File: config.mk
export PLATFORM = sky130hd
export DESIGN_NAME = spi_sub_flat
export DESIGN_NICKNAME = d
export VERILOG_FILES = /design/src/rtl/spi_sub_pkg.sv /design/src/rtl/spi_sub_if.sv /design/src/rtl/spi_sub_sync_edge.sv /design/src/rtl/spi_sub.sv /design/src/flat_wrapper.sv
export SDC_FILE = /design/constraint.sdc
export NUM_CORES = 1
export LEC_CHECK = 0
export ABC_CLOCK_PERIOD_IN_PS = 1900
export CAP_MARGIN = 40
export CELL_PAD_IN_SITES_DETAIL_PLACEMENT = 1
export CELL_PAD_IN_SITES_GLOBAL_PLACEMENT = 1
export CORE_AREA = 4 4 85 87
export DETAILED_ROUTE_END_ITERATION = 12
export DIE_AREA = 0 0 89 91
export GPL_ROUTABILITY_DRIVEN = 0
export PLACE_DENSITY_LB_ADDON = 0.05
export SLEW_MARGIN = 20
export SYNTH_ARGS = -nofsm -noshare
export SYNTH_HDL_FRONTEND = slang
export SYNTH_SLANG_ARGS = --single-unit
File: constraint.sdc
create_clock -name i_clk -period 1.9 [get_ports i_clk]
set_input_delay 0.285 -clock i_clk [delete_from_list [all_inputs] [get_ports i_clk]]
set_output_delay 0.285 -clock i_clk [all_outputs]
set_load 0.01 [all_outputs]
File: src/rtl/spi_sub_pkg.sv
// Shared constants and FSM encoding for the SPI subordinate endpoint.
// Optional feature macro used by the slice: SPI_SUB_UNDERRUN_EN.
package spi_sub_pkg;

    localparam logic [1:0] MODE0 = 2'b00;
    localparam logic [1:0] MODE1 = 2'b01;
    localparam logic [1:0] MODE2 = 2'b10;
    localparam logic [1:0] MODE3 = 2'b11;

    localparam int CPOL_BIT = 1;
    localparam int CPHA_BIT = 0;

    localparam logic [7:0] IDLE_FILL = 8'hFF;

    typedef enum logic {
        ST_IDLE   = 1'b0,
        ST_ACTIVE = 1'b1
    } spiState_e;

endpackage

File: src/rtl/spi_sub_if.sv
// Bus and byte-stream signals of the SPI subordinate, grouped with master/slave views.
// SPI_SUB_UNDERRUN_EN adds the sticky o_tx_underrun flag.
interface spi_sub_if #(
    parameter int DATA_W = 8
);

    logic [1:0]        i_mode;
    logic              i_sclk;
    logic              i_cs_n;
    logic              i_mosi;
    logic              o_miso;
    logic [DATA_W-1:0] i_tx_byte;
    logic              i_tx_valid;
    logic              o_tx_ready;
    logic [DATA_W-1:0] o_rx_byte;
    logic              o_rx_valid;
    logic              o_busy;
`ifdef SPI_SUB_UNDERRUN_EN
    logic              o_tx_underrun;
`endif

    modport slave (
        input  i_mode, i_sclk, i_cs_n, i_mosi, i_tx_byte, i_tx_valid,
        output o_miso, o_tx_ready, o_rx_byte, o_rx_valid, o_busy
`ifdef SPI_SUB_UNDERRUN_EN
        , output o_tx_underrun
`endif
    );

    modport master (
        output i_mode, i_sclk, i_cs_n, i_mosi, i_tx_byte, i_tx_valid,
        input  o_miso, o_tx_ready, o_rx_byte, o_rx_valid, o_busy
`ifdef SPI_SUB_UNDERRUN_EN
        , input o_tx_underrun
`endif
    );

endinterface

File: src/rtl/spi_sub_sync_edge.sv
// Multi-flop synchronizer for one asynchronous SPI line with single-cycle rise/fall pulses.
module spi_sub_sync_edge #(
    parameter int SYNC_STAGES = 2
) (
    input  logic clk_i,
    input  logic rst_ni,
    input  logic async_i,
    output logic rise_o,
    output logic fall_o
);

    logic [SYNC_STAGES-1:0] sync_q;
    logic                   prev_q;
    logic                   level;

    // Reset to low so a chip select already held low never looks like a fresh fall.
    always_ff @(posedge clk_i or negedge rst_ni) begin
        if (!rst_ni) begin
            sync_q <= '0;
            prev_q <= 1'b0;
        end else begin
            sync_q <= {sync_q[SYNC_STAGES-2:0], async_i};
            prev_q <= sync_q[SYNC_STAGES-1];
        end
    end

    assign level  = sync_q[SYNC_STAGES-1];
    assign rise_o = level & ~prev_q;
    assign fall_o = ~level & prev_q;

endmodule

File: src/rtl/spi_sub.sv
// SPI subordinate: oversampled SCLK/CS_n/MOSI, all four modes, LSB first, one-word TX buffer.
// Define SPI_SUB_UNDERRUN_EN to add the sticky o_tx_underrun output.
module spi_sub
    import spi_sub_pkg::*;
#(
    parameter int DATA_W      = 8,
    parameter int SYNC_STAGES = 2
) (
    input  logic     i_clk,
    input  logic     i_rst_n,
    spi_sub_if.slave bus
);

    localparam int CNT_W = (DATA_W > 1) ? $clog2(DATA_W) : 1;

    logic sclkRise, sclkFall, csRise, csFall;
    logic [SYNC_STAGES-1:0] mosiSync_q;
    logic mosiLevel;

    spiState_e         state_q, state_d;
    logic [1:0]        mode_q, mode_d;
    logic [DATA_W-1:0] txBuf_q, txBuf_d;
    logic              txFull_q, txFull_d;
    logic [DATA_W-1:0] txShift_q, txShift_d;
    logic              miso_q, miso_d;
    logic [DATA_W-1:0] rxShift_q, rxShift_d;
    logic [CNT_W-1:0]  bitCnt_q, bitCnt_d;
    logic [DATA_W-1:0] rxByte_q, rxByte_d;
    logic              rxValid_q, rxValid_d;

    logic [1:0]        activeMode;
    logic              leadEdge, trailEdge, sampleEdge, advanceEdge;
    logic              txAccept, consume;
    logic [DATA_W-1:0] nextWord;

    spi_sub_sync_edge #(.SYNC_STAGES(SYNC_STAGES)) uSclkSync (
        .clk_i  (i_clk),
        .rst_ni (i_rst_n),
        .async_i(bus.i_sclk),
        .rise_o (sclkRise),
        .fall_o (sclkFall)
    );

    spi_sub_sync_edge #(.SYNC_STAGES(SYNC_STAGES)) uCsSync (
        .clk_i  (i_clk),
        .rst_ni (i_rst_n),
        .async_i(bus.i_cs_n),
        .rise_o (csRise),
        .fall_o (csFall)
    );

    // MOSI gets the same depth as SCLK so a detected edge lines up with its data bit.
    always_ff @(posedge i_clk or negedge i_rst_n) begin
        if (!i_rst_n) begin
            mosiSync_q <= '0;
        end else begin
            mosiSync_q <= {mosiSync_q[SYNC_STAGES-2:0], bus.i_mosi};
        end
    end

    assign mosiLevel = mosiSync_q[SYNC_STAGES-1];
    assign nextWord  = txFull_q ? txBuf_q : {DATA_W{IDLE_FILL[0]}};

    always_ff @(posedge i_clk or negedge i_rst_n) begin
        if (!i_rst_n) begin
            state_q   <= ST_IDLE;
            mode_q    <= MODE0;
            txBuf_q   <= '0;
            txFull_q  <= 1'b0;
            txShift_q <= '0;
            miso_q    <= 1'b0;
            rxShift_q <= '0;
            bitCnt_q  <= '0;
            rxByte_q  <= '0;
            rxValid_q <= 1'b0;
        end else begin
            state_q   <= state_d;
            mode_q    <= mode_d;
            txBuf_q   <= txBuf_d;
            txFull_q  <= txFull_d;
            txShift_q <= txShift_d;
            miso_q    <= miso_d;
            rxShift_q <= rxShift_d;
            bitCnt_q  <= bitCnt_d;
            rxByte_q  <= rxByte_d;
            rxValid_q <= rxValid_d;
        end
    end

    always_comb begin
        state_d   = state_q;
        mode_d    = mode_q;
        txBuf_d   = txBuf_q;
        txFull_d  = txFull_q;
        txShift_d = txShift_q;
        miso_d    = miso_q;
        rxShift_d = rxShift_q;
        bitCnt_d  = bitCnt_q;
        rxByte_d  = rxByte_q;
        rxValid_d = 1'b0;
        consume   = 1'b0;

        // The mode that will govern this frame is the live input until CS_n falls.
        activeMode  = (state_q == ST_IDLE) ? bus.i_mode : mode_q;
        leadEdge    = activeMode[CPOL_BIT] ? sclkFall : sclkRise;
        trailEdge   = activeMode[CPOL_BIT] ? sclkRise : sclkFall;
        sampleEdge  = activeMode[CPHA_BIT] ? trailEdge : leadEdge;
        advanceEdge = activeMode[CPHA_BIT] ? leadEdge : trailEdge;
        txAccept    = bus.i_tx_valid & ~txFull_q;

        case (state_q)
            ST_IDLE: begin
                mode_d = bus.i_mode;
                miso_d = 1'b0;
                if (csFall) begin
                    state_d  = ST_ACTIVE;
                    consume  = 1'b1;
                    bitCnt_d = '0;
                    if (activeMode[CPHA_BIT]) begin
                        txShift_d = nextWord;
                    end else begin
                        miso_d    = nextWord[0];
                        txShift_d = nextWord >> 1;
                    end
                end
            end
            ST_ACTIVE: begin
                if (csRise) begin
                    state_d = ST_IDLE;
                    miso_d  = 1'b0;
                end else begin
                    if (advanceEdge) begin
                        miso_d    = txShift_q[0];
                        txShift_d = txShift_q >> 1;
                    end
                    if (sampleEdge) begin
                        rxShift_d[bitCnt_q] = mosiLevel;
                        if (bitCnt_q == CNT_W'(DATA_W - 1)) begin
                            // Reloading the full word here works for both CPHA values:
                            // the next advance edge presents bit 0 of the new word.
                            rxByte_d  = rxShift_d;
                            rxValid_d = 1'b1;
                            bitCnt_d  = '0;
                            txShift_d = nextWord;
                            consume   = 1'b1;
                        end else begin
                            bitCnt_d = bitCnt_q + 1'b1;
                        end
                    end
                end
            end
            default: state_d = ST_IDLE;
        endcase

        if (txAccept) begin
            txBuf_d  = bus.i_tx_byte;
            txFull_d = 1'b1;
        end else if (consume) begin
            txFull_d = 1'b0;
        end
    end

`ifdef SPI_SUB_UNDERRUN_EN
    logic underrun_q, underrun_d;

    always_ff @(posedge i_clk or negedge i_rst_n) begin
        if (!i_rst_n) begin
            underrun_q <= 1'b0;
        end else begin
            underrun_q <= underrun_d;
        end
    end

    // A word starting on an empty buffer wins over a load in the same cycle.
    always_comb begin
        underrun_d = underrun_q;
        if (consume && !txFull_q) begin
            underrun_d = 1'b1;
        end else if (txAccept) begin
            underrun_d = 1'b0;
        end
    end

    assign bus.o_tx_underrun = underrun_q;
`endif

    assign bus.o_miso     = miso_q;
    assign bus.o_tx_ready = ~txFull_q;
    assign bus.o_rx_byte  = rxByte_q;
    assign bus.o_rx_valid = rxValid_q;
    assign bus.o_busy     = (state_q == ST_ACTIVE);

endmodule

File: src/flat_wrapper.sv
// flat-port wrapper written by rule: the top's interface ports become plain ports
module spi_sub_flat import spi_sub_pkg::*;
#(
    parameter int DATA_W      = 8,
    parameter int SYNC_STAGES = 2
)
  (i_clk, i_rst_n, bus_i_mode, bus_i_sclk, bus_i_cs_n, bus_i_mosi, bus_i_tx_byte, bus_i_tx_valid, bus_o_miso, bus_o_tx_ready, bus_o_rx_byte, bus_o_rx_valid, bus_o_busy);
  spi_sub_if #(.DATA_W(DATA_W)) bus_i ();
  input  logic i_clk;
  input  logic i_rst_n;
  input wire logic [$bits(bus_i.i_mode)-1:0] bus_i_mode;
  input wire logic [$bits(bus_i.i_sclk)-1:0] bus_i_sclk;
  input wire logic [$bits(bus_i.i_cs_n)-1:0] bus_i_cs_n;
  input wire logic [$bits(bus_i.i_mosi)-1:0] bus_i_mosi;
  input wire logic [$bits(bus_i.i_tx_byte)-1:0] bus_i_tx_byte;
  input wire logic [$bits(bus_i.i_tx_valid)-1:0] bus_i_tx_valid;
  output wire logic [$bits(bus_i.o_miso)-1:0] bus_o_miso;
  output wire logic [$bits(bus_i.o_tx_ready)-1:0] bus_o_tx_ready;
  output wire logic [$bits(bus_i.o_rx_byte)-1:0] bus_o_rx_byte;
  output wire logic [$bits(bus_i.o_rx_valid)-1:0] bus_o_rx_valid;
  output wire logic [$bits(bus_i.o_busy)-1:0] bus_o_busy;
  assign bus_i.i_mode = bus_i_mode;
  assign bus_i.i_sclk = bus_i_sclk;
  assign bus_i.i_cs_n = bus_i_cs_n;
  assign bus_i.i_mosi = bus_i_mosi;
  assign bus_i.i_tx_byte = bus_i_tx_byte;
  assign bus_i.i_tx_valid = bus_i_tx_valid;
  assign bus_o_miso = bus_i.o_miso;
  assign bus_o_tx_ready = bus_i.o_tx_ready;
  assign bus_o_rx_byte = bus_i.o_rx_byte;
  assign bus_o_rx_valid = bus_i.o_rx_valid;
  assign bus_o_busy = bus_i.o_busy;
  spi_sub #(.DATA_W(DATA_W), .SYNC_STAGES(SYNC_STAGES)) u_core (.i_clk(i_clk), .i_rst_n(i_rst_n), .bus(bus_i));
endmodule
==> impl_metrics.env <==
export IMPL_dp_hpwl_um=4238
export IMPL_ant_nets=0
export IMPL_syn_cell_area_um2=2557
export IMPL_dr_first_iter_drc_count=83
export IMPL_power_frac_seq_pct=46.3
export IMPL_core_um2=6350
export IMPL_clkPwrFrac_pct=18.7
export IMPL_power_density_nw_per_um2=1060
export IMPL_drcViolationCount=0
export IMPL_vias=1870
export IMPL_drt_pass1_iterations=4
export IMPL_clk_pin_slew_ns=0.09
export IMPL_violations="negative setup slack"
export IMPL_finalHoldViolations=0
export IMPL_clock_latency_ns=0.30
export IMPL_path_max_fanout=8
export IMPL_yosysUniqueCellTypes=45
export IMPL_track_usage_pct=15.08
export IMPL_synth_nets=245
export IMPL_ir_drop_mv=0.5206
export IMPL_grt_first_pass_wirelength_um=9632
export IMPL_combPwrFrac_pct=35.0
export IMPL_wl_um=5706
export IMPL_row_count=29
export IMPL_worstHoldStart="u_core.mosiSync_q[0]$_DFF_PN0_"
export IMPL_hold_class="register to register"
export IMPL_rsz0062_at_grt="yes"
export IMPL_relSlewSlack_pct=73.02
export IMPL_period_needed_ns=1.982
export IMPL_io_buffers=27
export IMPL_synth_main_ff_cell="dfrtp_1"
export IMPL_first_global_vias=1904
export IMPL_htree_levels=2
export IMPL_final_cell_area_um2=3218
export IMPL_r2r_start="u_core.bitCnt_q[0]$_DFFE_PN0P_"
export IMPL_netlist_instances=227
export IMPL_place_inst=341
export IMPL_post_place_ws_ns=-0.2667
export IMPL_synth_top_area_share_pct=47.95
export IMPL_synth_edf_count=0
export IMPL_skew_ns=0.004240
export IMPL_cts_made_buffers=5
export IMPL_p_int_mw=2.267
export IMPL_antenna_found_initial=0
export IMPL_area_growth_pct=25.83
export IMPL_status="finished, violations left"
export IMPL_maxCapViolCount=0
export IMPL_p_switching_mw=1.142
export IMPL_start_util_pct=40.28
export IMPL_arrival_ns=2.18
export IMPL_die_h_um=91
export IMPL_yosys_area_top_type="dfrtp_1"
export IMPL_cts_root_buf="clkbuf_8"
export IMPL_synthTopCellsByArea="dfrtp_1 48%, mux2i_1 8.6%, mux2_2 8.4%"
export IMPL_cts_num_sinks=49
export IMPL_cts_tree="done"
export IMPL_required_ns=2.10
export IMPL_setup_slack_ns=-0.08160
export IMPL_yosysSeqAreaShare_pct=47.95
export IMPL_utilization_pct=50.68
export IMPL_wl_per_cell_um=16.26
export IMPL_nNetsFinal=292
export IMPL_ios=28
export IMPL_avgSynthCellArea_um2=11.27
export IMPL_drive_above_1_share_pct=27.37
export IMPL_whs_ns=0.3579
export IMPL_antennaDiodeCount=0
export IMPL_ys_async_sr_fraction_pct=100.0
export IMPL_via_per_inst=5.328
export IMPL_power_static_leakage_nw=1.410
export IMPL_fin_cells=351
export IMPL_worst_pin_slew_ns=0.4038
export IMPL_switching_share_pct=33.51
export IMPL_fill_cells=675
export IMPL_grt_ovfl_total=0
export IMPL_end_kind="register"
export IMPL_design_die_area_um2=8099
export IMPL_placed_area_um2=3073
export IMPL_setup_viol=7
export IMPL_fp_dieW_um=89
export IMPL_worstSetupPathType="register to register"
export IMPL_grt_max_degree=25
export IMPL_ys_ff_latch=49
export IMPL_slew_viol_final=0
export IMPL_cp_startpoint="u_core.bitCnt_q[0]$_DFFE_PN0P_"
export IMPL_cts_path_max_buffers=2
export IMPL_yosysWarnings=0
export IMPL_fin_crit_sh_pct=104.3
export IMPL_startpoint_type="register"
export IMPL_fmax_mhz=504.6
==> layout by cell type, fill, tap and decap left out, types with 2 or more instances in the layout <==
| cell type | instances |
|---|---|
| buf_6 | 2 |
| mux2_4 | 4 |
| mux2i_4 | 2 |
| nor2b_1 | 5 |
| o21ai_0 | 3 |
| mux2i_2 | 2 |
| clkdlybuf4s50_1 | 26 |
| mux2i_1 | 19 |
| nand2_1 | 18 |
| nand3b_1 | 2 |
| nand2b_1 | 3 |
| o31ai_1 | 6 |
| nor3_1 | 2 |
| nand4b_1 | 2 |
| buf_4 | 24 |
| nand3_1 | 6 |
| a221o_1 | 6 |
| and2b_1 | 3 |
| clkbuf_8 | 6 |
| mux2_2 | 19 |
| a22o_1 | 6 |
| inv_1 | 7 |
| a21oi_1 | 12 |
| o22ai_1 | 2 |
| nor2_1 | 10 |
| and4bb_2 | 2 |
| dfrtp_1 | 49 |
==> cell usage after synthesis (all sizes together), types with 2 or more instances <==
master,number
dfrtp,49
mux2,23
mux2i,23
nand2,19
a21oi,12
nor2,11
clkbuf,10
inv,7
a221o,6
a22o,6
nand3,6
o31ai,6
buf,5
nor2b,5
o21ai,5
and2b,3
nand2b,3
and4b,2
and4bb,2
ha,2
nand3b,2
nand4b,2
nor3,2
nor3b,2
o22ai,2
xnor2,2
==> area by class of cell <==
| type | count | area, um^2 | area share, % |
|---|---|---|---|
| multi-input combinational | 156 | 1281 | 39.81 |
| clock inverter | 1 | 7.507 | 0.2333 |
| timing repair buffer | 55 | 498.0 | 15.47 |
| clock buffer | 6 | 82.58 | 2.566 |
| sequential | 49 | 1226 | 38.10 |
| tap | 77 | 96.34 | 2.994 |
| inverter | 7 | 26.28 | 0.8165 |
==> power by group through the flow <==
stage	clock [mW]	sequential [mW]	combinational (mW)
final	0.639	1.58	1.19
after global routing	0.709	1.63	1.34
after CTS	0.672	1.58	1.20
after detailed placement	0	1.60	1.19
after global placement	0	1.59	1.17
after floorplan	0	1.51	0.858
==> critical path, stage by stage, from the launching register on <==
cell	delay, ns
dfrtp_1	0.39
ha_2	0.20
ha_4	0.17
and4bb_2	0.23
mux2i_2	0.25
nand2_4	0.13
a221o_1	0.31
a22o_1	0.18
==> stage by stage <==
stage	TNS, ns	total power, mW
floorplan	0	2.367
global placement	-3.158	2.758
detailed placement	-4.023	2.789
CTS	-0.6656	3.454
global route	-1.620	3.678
finish	-0.4518	3.410
==> sequential cells by signal (all words and copies together), names as in the netlist, 2 cells and up <==
name                     count
u_core.rxShift_q             8
u_core.bitCnt_q              3
u_core.txBuf_q               8
u_core.mode_q                2
u_core.uSclkSync.sync_q      2
u_core.uCsSync.sync_q        2
u_core.mosiSync_q            2
u_core.txShift_q             8
u_core.bus.o_rx_byte         8
==> metal layers <==
layer	up-vias	wire length, um	global-route usage, %
met1	923	2984	24.05
met5	-	0	0
met2	24	2495	20.36
li1	916	-	-
met3	7	152	3.348
met4	0	74	4.094
==> what timing repair did <==
action	in CTS	in global routing
gates resized for setup	1	7
setup endpoints to repair	7	17
hold endpoints to repair	13	0
hold buffers	1	0
pin swaps	2	2
setup buffers	1	1
==> final timing paths <==
path	slack, ns	cells after the start	endpoint
setup / recovery	-0.08	7	u_core.txShift_q[2]$_DFFE_PN0P_
hold / removal	0.36	0	u_core.mosiSync_q[1]$_DFF_PN0_
setup reg to reg	-0.08	7	u_core.txShift_q[2]$_DFFE_PN0P_
hold reg to reg	0.36	0	u_core.mosiSync_q[1]$_DFF_PN0_
max in group asynchronous	0.99	3	u_core.bus.o_rx_byte[2]$_DFFE_PN0P_
min in group asynchronous	0.42	2	u_core.txShift_q[1]$_DFFE_PN0P_
==> logic make-up (layout without fill, tap and decap cells) <==
family	after synthesis	count (layout)	share of synthesized area (%)
AO/OA/AOI/OAI	45	45	12.87
XOR/XNOR	2	2	0.9787
adder cells (fa/ha/maj)	2	2	0.9783
buffers and inverters	22	69	3.669
flip-flops	49	49	47.95
multiplexers	46	46	20.21
AND/OR/NAND/NOR	61	61	13.36
Power figures use the tool's default switching activity.
==> RTL change (config.mk and constraints unchanged) <==
Change the package constant `CPOL_BIT` from 1 to 0.
--- a/src/rtl/spi_sub_pkg.sv
+++ b/src/rtl/spi_sub_pkg.sv
@@ -7,7 +7,7 @@
     localparam logic [1:0] MODE2 = 2'b10;
     localparam logic [1:0] MODE3 = 2'b11;
 
-    localparam int CPOL_BIT = 1;
+    localparam int CPOL_BIT = 0;
     localparam int CPHA_BIT = 0;
 
     localparam logic [7:0] IDLE_FILL = 8'hFF;
Check against the original RTL: not equivalent (a bounded check fails within 10 cycles, from zero or initial values and one cycle with i_rst_n low).
==> RTL change against the original RTL <==
- final area down 18%
- utilization down 9.1 points
- power down 14%
- via count down 19%
- worst setup slack better by 190 ps
- synthesized area down 16%
- sequential cell count down 2
- wire length down 17%
- first-iteration DRC count down 20%
- critical path type is now reg -> out
==> RTL change: results <==
{
  "num-fill-cells": 679,
  "track_usage_pct": 12.89,
  "first_global_vias": 1627,
  "drive_above_1_share_pct": 19.53,
  "worstMarginPinSlew_ps": 589.6,
  "dp_hpwl_um": 3396,
  "via_per_inst": 5.164,
  "ctsResizeCount": 0,
  "crit_path_top_delay_cell": "clkdlybuf4s50_1",
  "wl_per_cell_um": 16.17,
  "fin_skew_ps": 6.326,
  "ys_top_cells_by_area": "dfrtp_1 (55%), mux2_2 (10%), mux2i_1 (4.2%)",
  "seq_area_frac_synth_pct": 55.00,
  "port_buffers": 26,
  "cp_max_fo": 11,
  "leakagePower_nw": 1.138,
  "run_status": "finished clean",
  "dp_cells": 283,
  "grt_pass1_wl_um": 8148,
  "ir_drop_uv": 447.9,
  "num-nets-final": 232,
  "synth_fp_nets": 200,
  "utilization_pct": 41.60,
  "place_ws_ps": 109.8,
  "wl_um": 4722,
  "arrival_ps": 1510,
  "yosys-top-cells-count": "dfrtp_1 (47), nand2_1 (21), mux2_2 (19)",
  "synth_largest_type_area_fraction_pct": 55.00,
  "postCtsSetupBuffers": 0,
  "syn-instance-count": 182,
  "max_stage_delay_ps": 620,
  "ys_types": 32
}
==> RTL change: final cells by class <==
type,count,share of cell area [%]
clock buffer,5,2.605
clock inverter,3,2.558
inverter,3,0.4263
multi-input combinational,121,33.16
sequential,47,44.53
tap,77,3.648
timing repair buffer,36,13.07
==> RTL change: kinds of logic after synthesis <==
logic type | Yosys count | share of synthesized area, %
buffers and inverters | 14 | 4.154
DFF | 47 | 55.00
muxes | 28 | 14.22
adders and majority gates | 3 | 1.697
and+or+nand+nor | 55 | 12.87
AOI/OAI and AO/OA | 35 | 12.05
==> RTL change: path summary, 6_finish.rpt <==
path	from	endpoint	slack, ps	depth (start not counted)
setup / recovery	u_core.bus.o_busy$_DFF_PN0_	bus_o_busy	110	1
hold / removal	u_core.uCsSync.sync_q[0]$_DFF_PN0_	u_core.uCsSync.sync_q[1]$_DFF_PN0_	360	0
setup reg to reg	u_core.bitCnt_q[0]$_DFFE_PN0P_	u_core.txShift_q[1]$_DFFE_PN0P_	160	6
hold reg to reg	u_core.uCsSync.sync_q[0]$_DFF_PN0_	u_core.uCsSync.sync_q[1]$_DFF_PN0_	360	0
max in group asynchronous	i_rst_n	u_core.txFull_q$_DFFE_PN0P_	850	3
min in group asynchronous	i_rst_n	u_core.uCsSync.prev_q$_DFF_PN0_	520	2
==> RTL change: routing by layer <==
layer / part of all wire [%] / routed length, um / track usage (%) / vias up
met5: 0 / 0 / 0 / -
met4: 1.7 / 78 / 4.342 / 0
met3: 3.9 / 183 / 2.986 / 9
met2: 50 / 2380 / 20.92 / 27
met1: 44 / 2079 / 16.82 / 761
li1: - / - / - / 711
==> RTL change: report_power, final <==
group | internal (mW) | switching, mW
combinational | 0.388 | 0.266
clock | 0.525 | 0.356
sequential | 1.22 | 0.183
